`config.mk`:
```
export PLATFORM = sky130hd
export DESIGN_NAME = uart_hex_tx
export DESIGN_NICKNAME = d
export VERILOG_FILES = /design/src/rtl/uart_hex_tx.sv
export SDC_FILE = /design/constraint.sdc
export NUM_CORES = 1
export LEC_CHECK = 0
export BUFFER_PORTS_ARGS = -buffer_cell sky130_fd_sc_hd__buf_2
export CORE_ASPECT_RATIO = 1.4
export CORE_MARGIN = 5
export CORE_UTILIZATION = 55
export CTS_BUF_LIST = sky130_fd_sc_hd__clkbuf_4 sky130_fd_sc_hd__clkbuf_8
export CTS_CLUSTER_SIZE = 20
export DETAILED_ROUTE_END_ITERATION = 8
export MAX_ROUTING_LAYER = met4
export PLACE_DENSITY = 0.74
export SYNTH_ARGS = -nofsm -noshare
export SYNTH_HDL_FRONTEND = slang
export SYNTH_SLANG_ARGS = --single-unit
```
`constraint.sdc`:
```
create_clock -name i_Clk -period 3.06 [get_ports i_Clk]
set_clock_uncertainty 0.2 [all_clocks]
set_input_delay 0.612 -clock i_Clk [delete_from_list [all_inputs] [get_ports i_Clk]]
set_output_delay 0.612 -clock i_Clk [all_outputs]
set_load 0.02 [all_outputs]
```
`src/rtl/uart_hex_tx.sv`:
```
// uart_hex_tx: UART 8N1 transmitter that sends one byte as two ASCII hex
// characters ('0'-'9', 'A'-'F'), most significant nibble first.
// Optional feature macro UART_HEX_TX_CRLF_EN: when defined, every message is
// followed by CR (0x0D) and LF (0x0A), giving four characters per message.
// All outputs are registered; reset is synchronous and active-low.
module uart_hex_tx #(
    parameter int CLKS_PER_BIT = 217
) (
    input  logic       i_Clk,
    input  logic       i_Rst_L,
    input  logic       i_Start,
    input  logic [7:0] i_Byte,
    output logic       o_UART_TX,
    output logic       o_Busy,
    output logic       o_Done
);

    localparam int CNT_W = $clog2(CLKS_PER_BIT);
    localparam logic [CNT_W-1:0] CNT_LAST = CNT_W'(CLKS_PER_BIT - 1);

`ifdef UART_HEX_TX_CRLF_EN
    localparam int CHAR_W  = 2;
    localparam int N_CHARS = 4;
`else
    localparam int CHAR_W  = 1;
    localparam int N_CHARS = 2;
`endif
    localparam logic [CHAR_W-1:0] CHAR_LAST = CHAR_W'(N_CHARS - 1);

    typedef enum logic [1:0] {
        IDLE      = 2'd0,
        START_BIT = 2'd1,
        DATA_BITS = 2'd2,
        STOP_BIT  = 2'd3
    } state_t;

    state_t             state_q, state_d;
    logic [CNT_W-1:0]   baud_cnt_q, baud_cnt_d;
    logic [2:0]         bit_idx_q, bit_idx_d;
    logic [CHAR_W-1:0]  char_idx_q, char_idx_d;
    logic [7:0]         shift_q, shift_d;
    logic [7:0]         byte_q, byte_d;
    logic               tx_q, tx_d;
    logic               busy_q, busy_d;
    logic               done_q, done_d;

    // Uppercase ASCII hex digit for a nibble: 0-9 -> '0'-'9', 10-15 -> 'A'-'F'.
    function automatic logic [7:0] hex_ascii(input logic [3:0] nib);
        if (nib < 4'd10) begin
            hex_ascii = 8'h30 + {4'h0, nib};
        end else begin
            hex_ascii = 8'h37 + {4'h0, nib};
        end
    endfunction

    // Character at position idx of the message built from value.
    function automatic logic [7:0] msg_char(input logic [CHAR_W-1:0] idx,
                                            input logic [7:0]        value);
        msg_char = hex_ascii(value[7:4]);
        case (idx)
            CHAR_W'(1): msg_char = hex_ascii(value[3:0]);
`ifdef UART_HEX_TX_CRLF_EN
            CHAR_W'(2): msg_char = 8'h0D;
            CHAR_W'(3): msg_char = 8'h0A;
`endif
            default: ;
        endcase
    endfunction

    // State register and datapath registers; reset parks the line high in IDLE.
    always_ff @(posedge i_Clk) begin
        if (!i_Rst_L) begin
            state_q    <= IDLE;
            baud_cnt_q <= '0;
            bit_idx_q  <= '0;
            char_idx_q <= '0;
            shift_q    <= '0;
            byte_q     <= '0;
            tx_q       <= 1'b1;
            busy_q     <= 1'b0;
            done_q     <= 1'b0;
        end else begin
            state_q    <= state_d;
            baud_cnt_q <= baud_cnt_d;
            bit_idx_q  <= bit_idx_d;
            char_idx_q <= char_idx_d;
            shift_q    <= shift_d;
            byte_q     <= byte_d;
            tx_q       <= tx_d;
            busy_q     <= busy_d;
            done_q     <= done_d;
        end
    end

    // Next-state logic; output values are computed one cycle ahead so the
    // registered line changes exactly on each bit boundary.
    always_comb begin
        state_d    = state_q;
        baud_cnt_d = baud_cnt_q;
        bit_idx_d  = bit_idx_q;
        char_idx_d = char_idx_q;
        shift_d    = shift_q;
        byte_d     = byte_q;
        tx_d       = tx_q;
        busy_d     = busy_q;
        done_d     = 1'b0;

        case (state_q)
            IDLE: begin
                tx_d   = 1'b1;
                busy_d = 1'b0;
                if (i_Start) begin
                    byte_d     = i_Byte;
                    shift_d    = msg_char(CHAR_W'(0), i_Byte);
                    char_idx_d = '0;
                    bit_idx_d  = '0;
                    baud_cnt_d = '0;
                    tx_d       = 1'b0;
                    busy_d     = 1'b1;
                    state_d    = START_BIT;
                end
            end

            START_BIT: begin
                if (baud_cnt_q == CNT_LAST) begin
                    baud_cnt_d = '0;
                    bit_idx_d  = '0;
                    tx_d       = shift_q[0];
                    state_d    = DATA_BITS;
                end else begin
                    baud_cnt_d = baud_cnt_q + CNT_W'(1);
                end
            end

            DATA_BITS: begin
                if (baud_cnt_q == CNT_LAST) begin
                    baud_cnt_d = '0;
                    if (bit_idx_q == 3'd7) begin
                        tx_d    = 1'b1;
                        state_d = STOP_BIT;
                    end else begin
                        bit_idx_d = bit_idx_q + 3'd1;
                        shift_d   = {1'b0, shift_q[7:1]};
                        tx_d      = shift_q[1];
                    end
                end else begin
                    baud_cnt_d = baud_cnt_q + CNT_W'(1);
                end
            end

            STOP_BIT: begin
                if (baud_cnt_q == CNT_LAST) begin
                    baud_cnt_d = '0;
                    if (char_idx_q != CHAR_LAST) begin
                        char_idx_d = char_idx_q + CHAR_W'(1);
                        shift_d    = msg_char(char_idx_q + CHAR_W'(1), byte_q);
                        tx_d       = 1'b0;
                        state_d    = START_BIT;
                    end else begin
                        tx_d    = 1'b1;
                        busy_d  = 1'b0;
                        done_d  = 1'b1;
                        state_d = IDLE;
                    end
                end else begin
                    baud_cnt_d = baud_cnt_q + CNT_W'(1);
                end
            end

            default: begin
                state_d = IDLE;
                tx_d    = 1'b1;
                busy_d  = 1'b0;
            end
        endcase
    end

    assign o_UART_TX = tx_q;
    assign o_Busy    = busy_q;
    assign o_Done    = done_q;

endmodule

```
Word level (Yosys, flattened, before mapping) --
Index checks and enable logic that the tools add are counted.
Word-level totals: register bits 33, latch bits 0, memory bits (writable) 0, ROM bits 0, input bits 11, output and inout port bits 3, logic and storage cells 87, memories kept 0
Cells by class: add/sub/neg operators 9, multipliers 0, div/mod/pow operators 0, magnitude comparators 3, equal/unequal tests 13, shift operators 0, muxes and demuxes 40, bitwise gates (word level) 0, reductions and logical operators 13
Operators with widths (number):
- 8-bit two-way mux | 8
- 6-bit by 4-bit adder with 7-bit output (first input constant) | 6
- 8-bit case mux with 3 select lines | 1
- 7-bit two-way mux | 3
- 2-bit inequality test (second input constant) | 8
- 8-bit case mux with 2 select lines | 1
- 1-bit two-way mux | 13
- 4-bit less-than comparator (second input constant) | 3
- 3-bit two-way mux | 4
- 3-bit AND reduction | 4
- 2-bit two-way mux | 5
- 5-bit AND reduction | 2
- 3-bit case mux with 3 select lines | 1
- 8-bit by 1-bit adder with 8-bit output (second input constant) | 1
- 8-bit == test (second input constant) | 1
- 2-bit case mux with 4 select lines | 1
- 6-bit AND reduction | 1
- 3-bit nonzero test | 2
- 2-bit == test (second input constant) | 2
- 1-bit case mux with 2 select lines | 2
- 1-bit case mux with 4 select lines | 1
- 3-bit by 1-bit adder with 3-bit output (second input constant) | 1
- 3-bit == test (second input constant) | 1
- 3-bit OR reduction | 1
- 5 further kinds | 5

Depth between registers and ports, before layout --
Gate-level depths: netlist of the first run.
word-level depth 6, depth in mapped cells 7, gate-level depth less buffers 6

Least setup slack after synthesis of the first run --
No wires, ideal clock.
path type register to register, start point register state_q[0], end point register baud_cnt_q[7], library setup time 0.074 ns, arrival time 2.045 ns, data required time 2.786 ns, slack 0.740 ns, cell stages (with the launch flop) 8, path buffers 1, path through dfxtp_1 -> inv_1 -> ha_1 -> nor2b_1 -> buf_6 -> or4_4 -> or4b_1 -> a31oi_1
On the way: cells in the longest elaborated chain, start to end 3, elaborated cells between the ends (all ways) 7
Ends and longest elaborated chain:
- start, declared | line 37 | state_t state_q, state_d;
- start signal, assigned | line 83 | state_q <= state_d;
- 2-bit == test or 2-bit by 1-bit == test with 1-bit output (tied branches) | line 108 | case (state_q)
- 3-bit OR reduction (no source line)
- 8-bit case mux with 2 select lines | line 108
- end signal, assigned | line 84 | baud_cnt_q <= baud_cnt_d;
- end, declared | line 38 | logic [CNT_W-1:0] baud_cnt_q, baud_cnt_d;
Parallel ways exist; a longest one is shown, timed or not. A chain may end at the register's enable or synchronous reset.

Final worst setup path of the first run --
Ends and elaborated chain as after synthesis.

==> results.md, run 1 <==
* Post-DP HPWL at 3270 um
* ANT cells at 0
* Clock buffer count from CTS at 5
* # IOs at 14
* Share of layout cells above drive strength 1 at 0.0972
* Syn Area/Cell at about 8.0 um^2
* Number of routed nets with antenna violations at 0
* Initial drt markers at a little under 70
* Global route overflow at 0
* Wire length of the first global-routing pass at ~7700 um
* MaxCap Viol Count at 0
* Core ar. at 3350 um^2
* Hold Fails Final Rpt at 0
* Share of flip-flops with an asynchronous set or reset at 0
* EDFF count, synth at 0
* Area of the multi-input gates at between 1000 and 1500 um^2
* Die Y at 79.5 um
* Final WS setup at 0.584 ns
* Critical Path AT at 2.49 ns
* Reg area at 641 um^2
* H-tree levels at 2
* Starting Density at 0.567
* Fin. max-slew vios at 0
* Drt first pass iters at 5
* Crit path capture type: flop
* Setup crit start kind: flop
* Clk slew on worst S/H paths at 0.06 ns
* Fin Setup TNS at 0 ns
* CP Class: reg -> reg
* Syn Std Cell Area at 1900 um^2
* Hold Buf Count CTS at 0
* Class of the worst hold path: reg -> reg
* Worst slew pin tran at 0.646 ns
* Pwr Total at 1.56 mW
* Status: complete, no violations
* Commonest non-fill, non-tap cells in the layout: 33 x nand2_1, 32 x dfxtp_1, 29 x a21oi_1, 15 x nor2_1
* CTS tree: built
* CP max FO at 8
* Vias in the first global route at 1759
* DRC viols at 0
* Row cnt at 25
* GRT Total Usage at 0.217
* Seq/Total Area, Yosys at 0.338
* Die width at just under 60 um
* CTS Sinks at 32
* Fillers at 306
* Clock Path Buffers at 2
* Synth cell types at 52
* Most common cell after layout, fill and taps aside: nand2_1
* Via density at between 5 and 6
* PwrDens at 761 nW/um^2
* Initial antenna violation count at 0
* Highest clock rate at 404 MHz
* Buffers on Ports at 13
* Worst IR Drop VDD at 0.448 mV
* Die area at approximately 4700 um^2
* Setup Fix Bufs, Post-CTS at 0
* # setup viols final at 0
* Largest net degree at the start of global routing at 21
* Final wirelength at between 4000 and 5000 um
* Unrepaired setup endpoints after global routing: no
* Area growth syn-to-layout at 8.11%
* Synth Net Count at 261
* Root Buffer: clkbuf_8
* Via Count at 1719
* Max-slew headroom at 0.568
* Count of state elements after synthesis at 32
* Pre-CTS setup slack at 0.594 ns
* Period utilisation layout at 0.809
* Main synth FF type: dfxtp_1
* Worst-Skew Late Latency at about 0.28 ns
* Final min period at about 2.5 ns
* Cell count after synthesis at between 200 and 250
* Post-CTS Resized at 0
* Routed length per instance at 14.9 um
* Critical Path RT at 3.07 ns
* Synth Warn # at 0
* Leakage at around 0.78 nW
* Fin nets at 273
* RD Place Congestion at 0.857
## registers in the layout (all words and copies together) (netlist names)
signal / cells
shift_q: 7
baud_cnt_q: 8
byte_q: 8
o_UART_TX: 1
o_Busy: 1
bit_idx_q: 3
state_q: 2
o_Done: 1
char_idx_q: 1
## layer usage
metal,track usage,up-vias,routed length (um)
li1,-,875,-
met1,0.221,783,1700
met2,0.366,43,2230
met3,0.0583,18,170
met4,0.120,0,182
met5,-,-,0
## final cells by class
type / instances / share of cell area
timing repair buffer: 15 / 0.0390
tap: 40 / 0.0244
sequential: 32 / 0.312
clock buffer: 5 / 0.0335
inverter: 13 / 0.0238
multi-input combinational: 182 / 0.567
## synthesized netlist by cell type, drive strengths merged (3+ instances only)
master,count,area [um^2]
nand2,33,124
dfxtp,32,641
a21oi,29,145
o21ai,16,80.1
nor2,15,56.3
ha,13,163
inv,13,48.8
clkbuf,8,30.0
xnor2,6,52.6
nor2b,5,31.3
o211ai,5,37.5
a211oi,4,30.0
a311oi,4,35.0
and2,4,25.0
a22oi,3,22.5
nand2b,3,18.8
nand3,3,15.0
nand4,3,18.8
or4,3,26.3
## power by group
part / internal (mW) / switching, mW
Sequential: 0.514 / 0.0756
Clock: 0.146 / 0.147
Combinational: 0.258 / 0.421
Total: 0.918 / 0.643
## through the flow
step,cells,util,hold slack [ns],cell area [um^2]
after detailed placement,282,0.593,0.249,1980
after CTS,287,0.613,0.258,2050
after floorplan,237,-,0.236,1900
after global placement,282,0.593,0.243,1980
after global routing,287,0.613,0.273,2050
final,287,0.613,0.254,2050
## critical path, cell delays in order, from the launching register on
cell and delay [ns]:
dfxtp_1 0.40, inv_1 0.12, ha_1 0.26, nor2b_1 0.16
buf_4 0.17, or4_4 0.48, or4b_1 0.47, a31oi_1 0.16
## worst paths after layout
check	from	endpoint	slack (ns)	depth (start not counted)
worst min-delay path	byte_q[0]$_SDFFE_PN0P_	byte_q[0]$_SDFFE_PN0P_	0.25	2
worst min register to register	byte_q[0]$_SDFFE_PN0P_	byte_q[0]$_SDFFE_PN0P_	0.25	2
worst max register to register	state_q[0]$_SDFFE_PN0P_	baud_cnt_q[7]$_SDFFE_PN0P_	0.58	7
worst max-delay path	state_q[0]$_SDFFE_PN0P_	baud_cnt_q[7]$_SDFFE_PN0P_	0.58	7
## cells by family after synthesis
| kind of cell | synth area share |
|---|---|
| adders and majority gates | 0.0857 |
| xor gates and xnor gates | 0.0369 |
| DFF | 0.338 |
| AOI/OAI and AO/OA | 0.248 |
| and+or+nand+nor | 0.243 |
| buffers and inverters | 0.0494 |
No activity file was read; power rests on OpenSTA's default activity.
==> run 2: changes to the inputs <==
PLACE_DENSITY = 0.77   (was 0.74)
clock period = 2.1 ns   (was 3.06 ns; I/O delays follow)
==> run 2 against run 1 <==
Setup slack got worse by 0.57 ns. Hold slack got worse by 0.088 ns. Cell area increased by 7.1%. Register-to-register slack got worse by 0.57 ns. Sequential power increased by 48%. Sequential cell count unchanged. Via count increased by 4.8%. Clock power increased by 76%. Wire length increased by 5.6%. Maximum frequency increased by 18%. Total power increased by 65%. Critical path type unchanged. Critical endpoint unchanged.
==> results.md, run 2 (synthesis results as in run 1) <==
* Die area at 4740 um^2 (unchanged)
* Highest clock rate at 478 MHz (+18%)
* Slowest-stage cell, CP: or4_4
* Fin Setup TNS at 0 ns (unchanged)
* Biggest regs: baud_cnt_q (8), byte_q (8), shift_q (7)
* CTS Sinks at 32 (unchanged)
* PwrDens at 1170 nW/um^2 (+54%)
* Cell area after layout at 2200 um^2 (+7.1%)
* R2R cell count at 6 (-1)
* Unrepaired setup endpoints after global routing: yes
* Root Buffer: clkbuf_8
* M1 GR Usage at 0.216 (-0.00474)
* Drt first pass iters at 4 (-1)
* Number of routed nets with antenna violations at 0 (unchanged)
* Pwr Total at 2.57 mW (+65%)
* Area of the multi-input gates at 1190 um^2 (+2.3%)
* Final wirelength at 4520 um (+5.6%)
* Routed length per instance at 15.0 um (+0.64%)
* CP max FO at 5 (-3)
* Worst IR Drop VDD at 0.720 mV (+61%)
* Max-slew headroom at 0.522 (-0.0458)
* Cell-by-cell trace of the critical path: inv_4 > ha_4 > nor2b_1 > or4_4 > or4b_1 > a31oi_1
* Final core utilization at 0.656 (+0.0434)
* Leakage at 0.853 nW (+8.9%)
* MaxCap Viol Count at 0 (unchanged)
* Fin. max-slew vios at 0 (unchanged)
* Post-DP HPWL at 3450 um (+5.6%)
* Worst r2r src: state_q[1]$_SDFFE_PN0P_
* Fin nets at 284 (+4.0%)
* GRT Total Usage at 0.207 (-0.0103)
* Clock buffer count from CTS at 5 (unchanged)
* Fillers at 286 (-6.5%)
* Critical Path Source: state_q[1]$_SDFFE_PN0P_
* Worst path max stage delay at 0.47 ns (about the same)
* Class of the worst hold path: in -> reg
* Status: complete, no violations
* Core ar. at 3350 um^2 (unchanged)
* Critical Path RT at 2.11 ns (-0.96 ns)
* Most common cell after layout, fill and taps aside: nand2_1
* Clock Path Buffers at 2 (unchanged)
* Largest net degree at the start of global routing at 21 (unchanged)
* Global route overflow at 0 (unchanged)
* Met2 GRT Util at 0.361 (-0.00433)
* Via Count at 1801 (+4.8%)
* # setup viols final at 0 (unchanged)
* CTS tree: built
* Initial drt markers at 93 (+35%)
* Reg2reg end: baud_cnt_q[7]$_SDFFE_PN0P_
* Row cnt at 25 (unchanged)
* Initial antenna violation count at 0 (unchanged)
* Worst setup endpoint: baud_cnt_q[7]$_SDFFE_PN0P_
* Area growth syn-to-layout at 15.8%
* Setup crit start kind: flop
* # IOs at 14 (unchanged)
* Starting Density at 0.567 (unchanged)
* H-tree levels at 2 (unchanged)
* CP Class: reg -> reg
* Clk slew on worst S/H paths at 0.07 ns (about the same)
* Wire length of the first global-routing pass at 7450 um (-2.8%)
* Reg area at 646 um^2 (+0.78%)
* Critical Path AT at 2.10 ns (-0.39 ns)
* Die Y at 79.5 um (unchanged)
* DRC viols at 0 (unchanged)
* Worst slew pin tran at 0.699 ns (+0.0523 ns)
* Grt peak-use layer: met2
* Via density at 5.98 (-0.10%)
* Hold slack at 0.167 ns (-0.0877 ns)
* Period utilisation layout at 0.995 (+0.186)
* Die width at 59.7 um (unchanged)
* Crit path capture type: flop
* Buffers on Ports at 13 (unchanged)
* Worst-Skew Late Latency at 0.28 ns (about the same)
* Reg2reg setup slack at 0.009 ns (-0.57 ns)
* Hold Fails Final Rpt at 0 (unchanged)
* ANT cells at 0 (unchanged)
* Final min period at 2.09 ns (-0.386 ns)
* Hold Buf Count CTS at 0 (unchanged)
* Commonest non-fill, non-tap cells in the layout: 33 x nand2_1, 30 x dfxtp_1, 29 x a21oi_1, 15 x nor2_1
* Met3 usage at 0.0324 (-0.0259)
* RD Place Congestion at 0.916 (+6.8%)
* Share of layout cells above drive strength 1 at 0.176 (+0.0791)
* Vias in the first global route at 1726 (-1.9%)
* Area after DPL at 2080 um^2 (+4.9%)
run 2: layout make-up:
| class | instances | share of cell area |
|---|---|---|
| tap | 40 | 0.0228 |
| timing repair buffer | 26 | 0.0740 |
| clock buffer | 7 | 0.0410 |
| clock inverter | 1 | 0.00342 |
| sequential | 32 | 0.294 |
| inverter | 13 | 0.0233 |
| multi-input combinational | 182 | 0.542 |
run 2: through the flow:
stage | instances | setup WS [ns]
after floorplan | 237 | -0.0809
after global placement | 293 | 0.0448
after detailed placement | 293 | 0.00170
after CTS | 301 | 0.000722
after global routing | 301 | -0.0544
final | 301 | 0.00948
run 2: what timing repair did:
item,CTS,global route
gates resized for setup,1,4
hold endpoints to repair,0,0
buffers inserted,0,0
setup endpoints to repair,1,6
pin swaps,0,1
run 2: power breakdown:
part | switching, mW | internal (mW) | total, mW | leakage (nW)
Combinational | 0.676 | 0.513 | 1.19 | 0.542
Clock | 0.235 | 0.279 | 0.515 | 0.0479
Sequential | 0.114 | 0.755 | 0.869 | 0.263
run 2: critical path, delay by kind of cell (launching register included):
kind                       cells  cell delay [ns]
adders and majority gates      1             0.15
buffers and inverters          1             0.05
AOI/OAI and AO/OA              1             0.16
and+or+nand+nor                3             1.07
DFF                            1             0.39
run 2: worst min path at each step:
stage                                start                     end  slack, ns  cells past startpoint
detailed placement  byte_q[0]$_SDFFE_PN0P_  byte_q[0]$_SDFFE_PN0P_       0.25                      2
global placement    byte_q[0]$_SDFFE_PN0P_  byte_q[0]$_SDFFE_PN0P_       0.24                      2
floorplan           byte_q[0]$_SDFFE_PN0P_  byte_q[0]$_SDFFE_PN0P_       0.24                      2
finish                           i_Byte[3]  byte_q[3]$_SDFFE_PN0P_       0.17                      3
global route                     i_Byte[0]  byte_q[0]$_SDFFE_PN0P_       0.18                      3
CTS                              i_Byte[0]  byte_q[0]$_SDFFE_PN0P_       0.16                      3
run 2: routing by layer:
layer | share of wire | up-vias | wire length, um
li1 | - | 898 | -
met1 | 0.41 | 828 | 1830
met2 | 0.52 | 57 | 2330
met3 | 0.044 | 18 | 198
met4 | 0.036 | 0 | 161
met5 | 0 | - | 0
==> run 3: changes to the inputs <==
CORE_MARGIN = 4   (was 5)
GPL_TIMING_DRIVEN = 0   (was unset)
RECOVER_POWER = 100   (was unset)
==> run 3 against run 2 <==
The flow now finishes with violations (negative setup slack). Critical path type unchanged. Count of clock-buffer cells in the layout down 1. Sequential power up 1%. Maximum frequency down 2.9%. Sequential share of layout area about the same. Highest routed layer unchanged. Non-clock buffer count up 3. Sequential cell count unchanged. Die area down 5.8%. Register-to-register slack worse by 0.06 ns.
==> results.md, run 3 (synthesis results as in run 1) <==
* Final min period at 2.15 ns (+0.0634 ns)
* Leakage at 0.852 nW (-0.11%)
* Biggest regs: baud_cnt_q (8), byte_q (8), shift_q (7)
* ANT cells at 0 (unchanged)
* Worst IR Drop VDD at 0.733 mV (+1.9%)
* Unrepaired setup endpoints after global routing: yes
* CP Class: reg -> reg
* H-tree levels at 2 (unchanged)
* Area after DPL at 2020 um^2 (-2.8%)
* CTS tree: built
* Sw power at 1.03 mW (about the same)
* RD Place Congestion at 0.869 (-5.1%)
* # setup viols final at 1 (+1)
* Period utilisation layout at 1.03 (+0.0302)
* Hold Buf Count CTS at 0 (unchanged)
* Via Count at 1781 (-1.1%)
* Die width at 57.7 um (-3.4%)
* Commonest non-fill, non-tap cells in the layout: 33 x nand2_1, 30 x dfxtp_1, 29 x a21oi_1, 14 x nor2_1, 11 x ha_1
* Critical Path RT at 2.12 ns (about the same)
* Fin. max-slew vios at 0 (unchanged)
* Class of the worst hold path: in -> reg
* Final wirelength at 4580 um (+1.2%)
* Routed length per instance at 15.1 um (+0.22%)
* Clock buffer count from CTS at 5 (unchanged)
* Drt first pass iters at 5 (+1)
* Most common cell after layout, fill and taps aside: nand2_1
* Area growth syn-to-layout at 16.3%
* Highest clock rate at 464 MHz (-2.9%)
* Seq pwr share at 0.345 (+0.007)
* MaxCap Viol Count at 0 (unchanged)
* Setup crit start kind: flop
* Starting Density at 0.567 (unchanged)
* Max-slew headroom at 0.635 (+0.113)
* Die Y at 77.5 um (-2.5%)
* Worst slew pin tran at 0.544 ns (-0.155 ns)
* Hold slack at 0.163 ns (-0.00316 ns)
* Cell area after layout at 2210 um^2 (+0.46%)
* Net Sw Frac at 0.403 (+0.00436)
* Hold Path Stages at 3 (unchanged)
* Final WS setup at -0.0539 ns (-0.0634 ns)
* Post-DP HPWL at 3320 um (-4.0%)
* Clock Path Buffers at 2 (unchanged)
* Core ar. at 3350 um^2 (unchanged)
* Root Buffer: clkbuf_8
* Clk pwr share at 0.192 (-0.008)
* Wire length of the first global-routing pass at 7570 um (+1.7%)
* Largest net degree at the start of global routing at 11 (-48%)
* PwrDens at 1150 nW/um^2 (-1.5%)
* Hold Fails Final Rpt at 0 (unchanged)
* Initial antenna violation count at 0 (unchanged)
* Global route overflow at 0 (unchanged)
* GRT Total Usage at 0.222 (+0.0154)
* Gate power share at 0.462 (about the same)
* Row cnt at 25 (unchanged)
* Worst-Skew Late Latency at 0.29 ns (about the same)
* Fin nets at 287 (+1.1%)
* Initial drt markers at 99 (+6.5%)
* Via density at 5.86 (-2.1%)
* Critical Path AT at 2.17 ns (+0.07 ns)
* Clk slew on worst S/H paths at 0.07 ns (about the same)
* Share of layout cells above drive strength 1 at 0.155 (-0.0209)
* Vias in the first global route at 1756 (+1.7%)
* DRC viols at 0 (unchanged)
* CTS Sinks at 32 (unchanged)
* Crit path capture type: flop
* Status: finished with violations
* Number of routed nets with antenna violations at 0 (unchanged)
* Die area at 4470 um^2 (-5.8%)
* # IOs at 14 (unchanged)
* Internal at 1.52 mW (-1.8%)
* Buffers on Ports at 12 (-1)
* Pre-CTS setup slack at -0.188 ns (-0.190 ns)
* Failing checks: negative setup slack
* CP max FO at 4 (-1)
* R2R cell count at 6 (unchanged)
run 3: changes by cell type in the layout (fill, tap and decap cells not counted), moves of 2 or more:
| cell | previous run | this run |
|---|---|---|
| clkinv_2 | 0 | 2 |
| buf_4 | 13 | 9 |
| buf_2 | 13 | 10 |
| clkbuf_1 | 0 | 9 |
run 3: layout make-up:
| class | count | area [um^2] |
|---|---|---|
| sequential | 32 | 648 |
| tap | 40 | 50.0 |
| inverter | 13 | 53.8 |
| multi-input combinational | 182 | 1210 |
| fill | 297 | 1140 |
| clock inverter | 2 | 10.0 |
| timing repair buffer | 21 | 124 |
| buffer | 8 | 31.3 |
| clock buffer | 6 | 82.6 |
run 3: final timing paths:
path / start / endpoint / slack, ns
worst max-delay path: state_q[0]$_SDFFE_PN0P_ / baud_cnt_q[7]$_SDFFE_PN0P_ / -0.05
worst min-delay path: i_Byte[3] / byte_q[3]$_SDFFE_PN0P_ / 0.16
worst max register to register: state_q[0]$_SDFFE_PN0P_ / baud_cnt_q[7]$_SDFFE_PN0P_ / -0.05
worst min register to register: byte_q[0]$_SDFFE_PN0P_ / byte_q[0]$_SDFFE_PN0P_ / 0.25
run 3: stage by stage:
step	instances	util	TNS [ns]	total power [mW]
after floorplan	237	-	-0.0809	1.64
after global placement	289	0.604	-0.328	1.88
after detailed placement	289	0.604	-0.427	1.90
after CTS	301	0.647	-0.453	2.47
after global routing	304	0.659	-0.120	2.73
final	304	0.659	-0.0539	2.55
run 3: metal layers:
metal,global-route usage,up-vias,part of all wire
li1,-,908,-
met1,0.225,816,0.40
met2,0.386,43,0.52
met3,0.0549,14,0.041
met4,0.111,0,0.031
met5,-,-,0
run 3: what timing repair did:
| item | 4_1_cts | 5_1_grt |
|---|---|---|
| setup buffers | 4 | 5 |
| endpoints found under the setup margin | 7 | 17 |
| pin swaps | 3 | 3 |
| gates cloned | 0 | 0 |
| resized for setup | 7 | 8 |
run 3: power groups by stage:
stage          Combinational, mW  Clock [mW]  Sequential [mW]
2_1_floorplan              0.773           0            0.867
3_3_place_gp                1.00           0            0.876
3_5_place_dp                1.02           0            0.879
4_1_cts                     1.09       0.504            0.876
5_1_grt                     1.31       0.537            0.889
6_report                    1.18       0.490            0.878
run 3: critical path, cell delays in order (launching register included):
cell     delay [ns]
dfxtp_4        0.38
inv_4          0.05
ha_4           0.15
nor2b_4        0.13
or4_4          0.54
or4b_1         0.48
a31oi_1        0.17
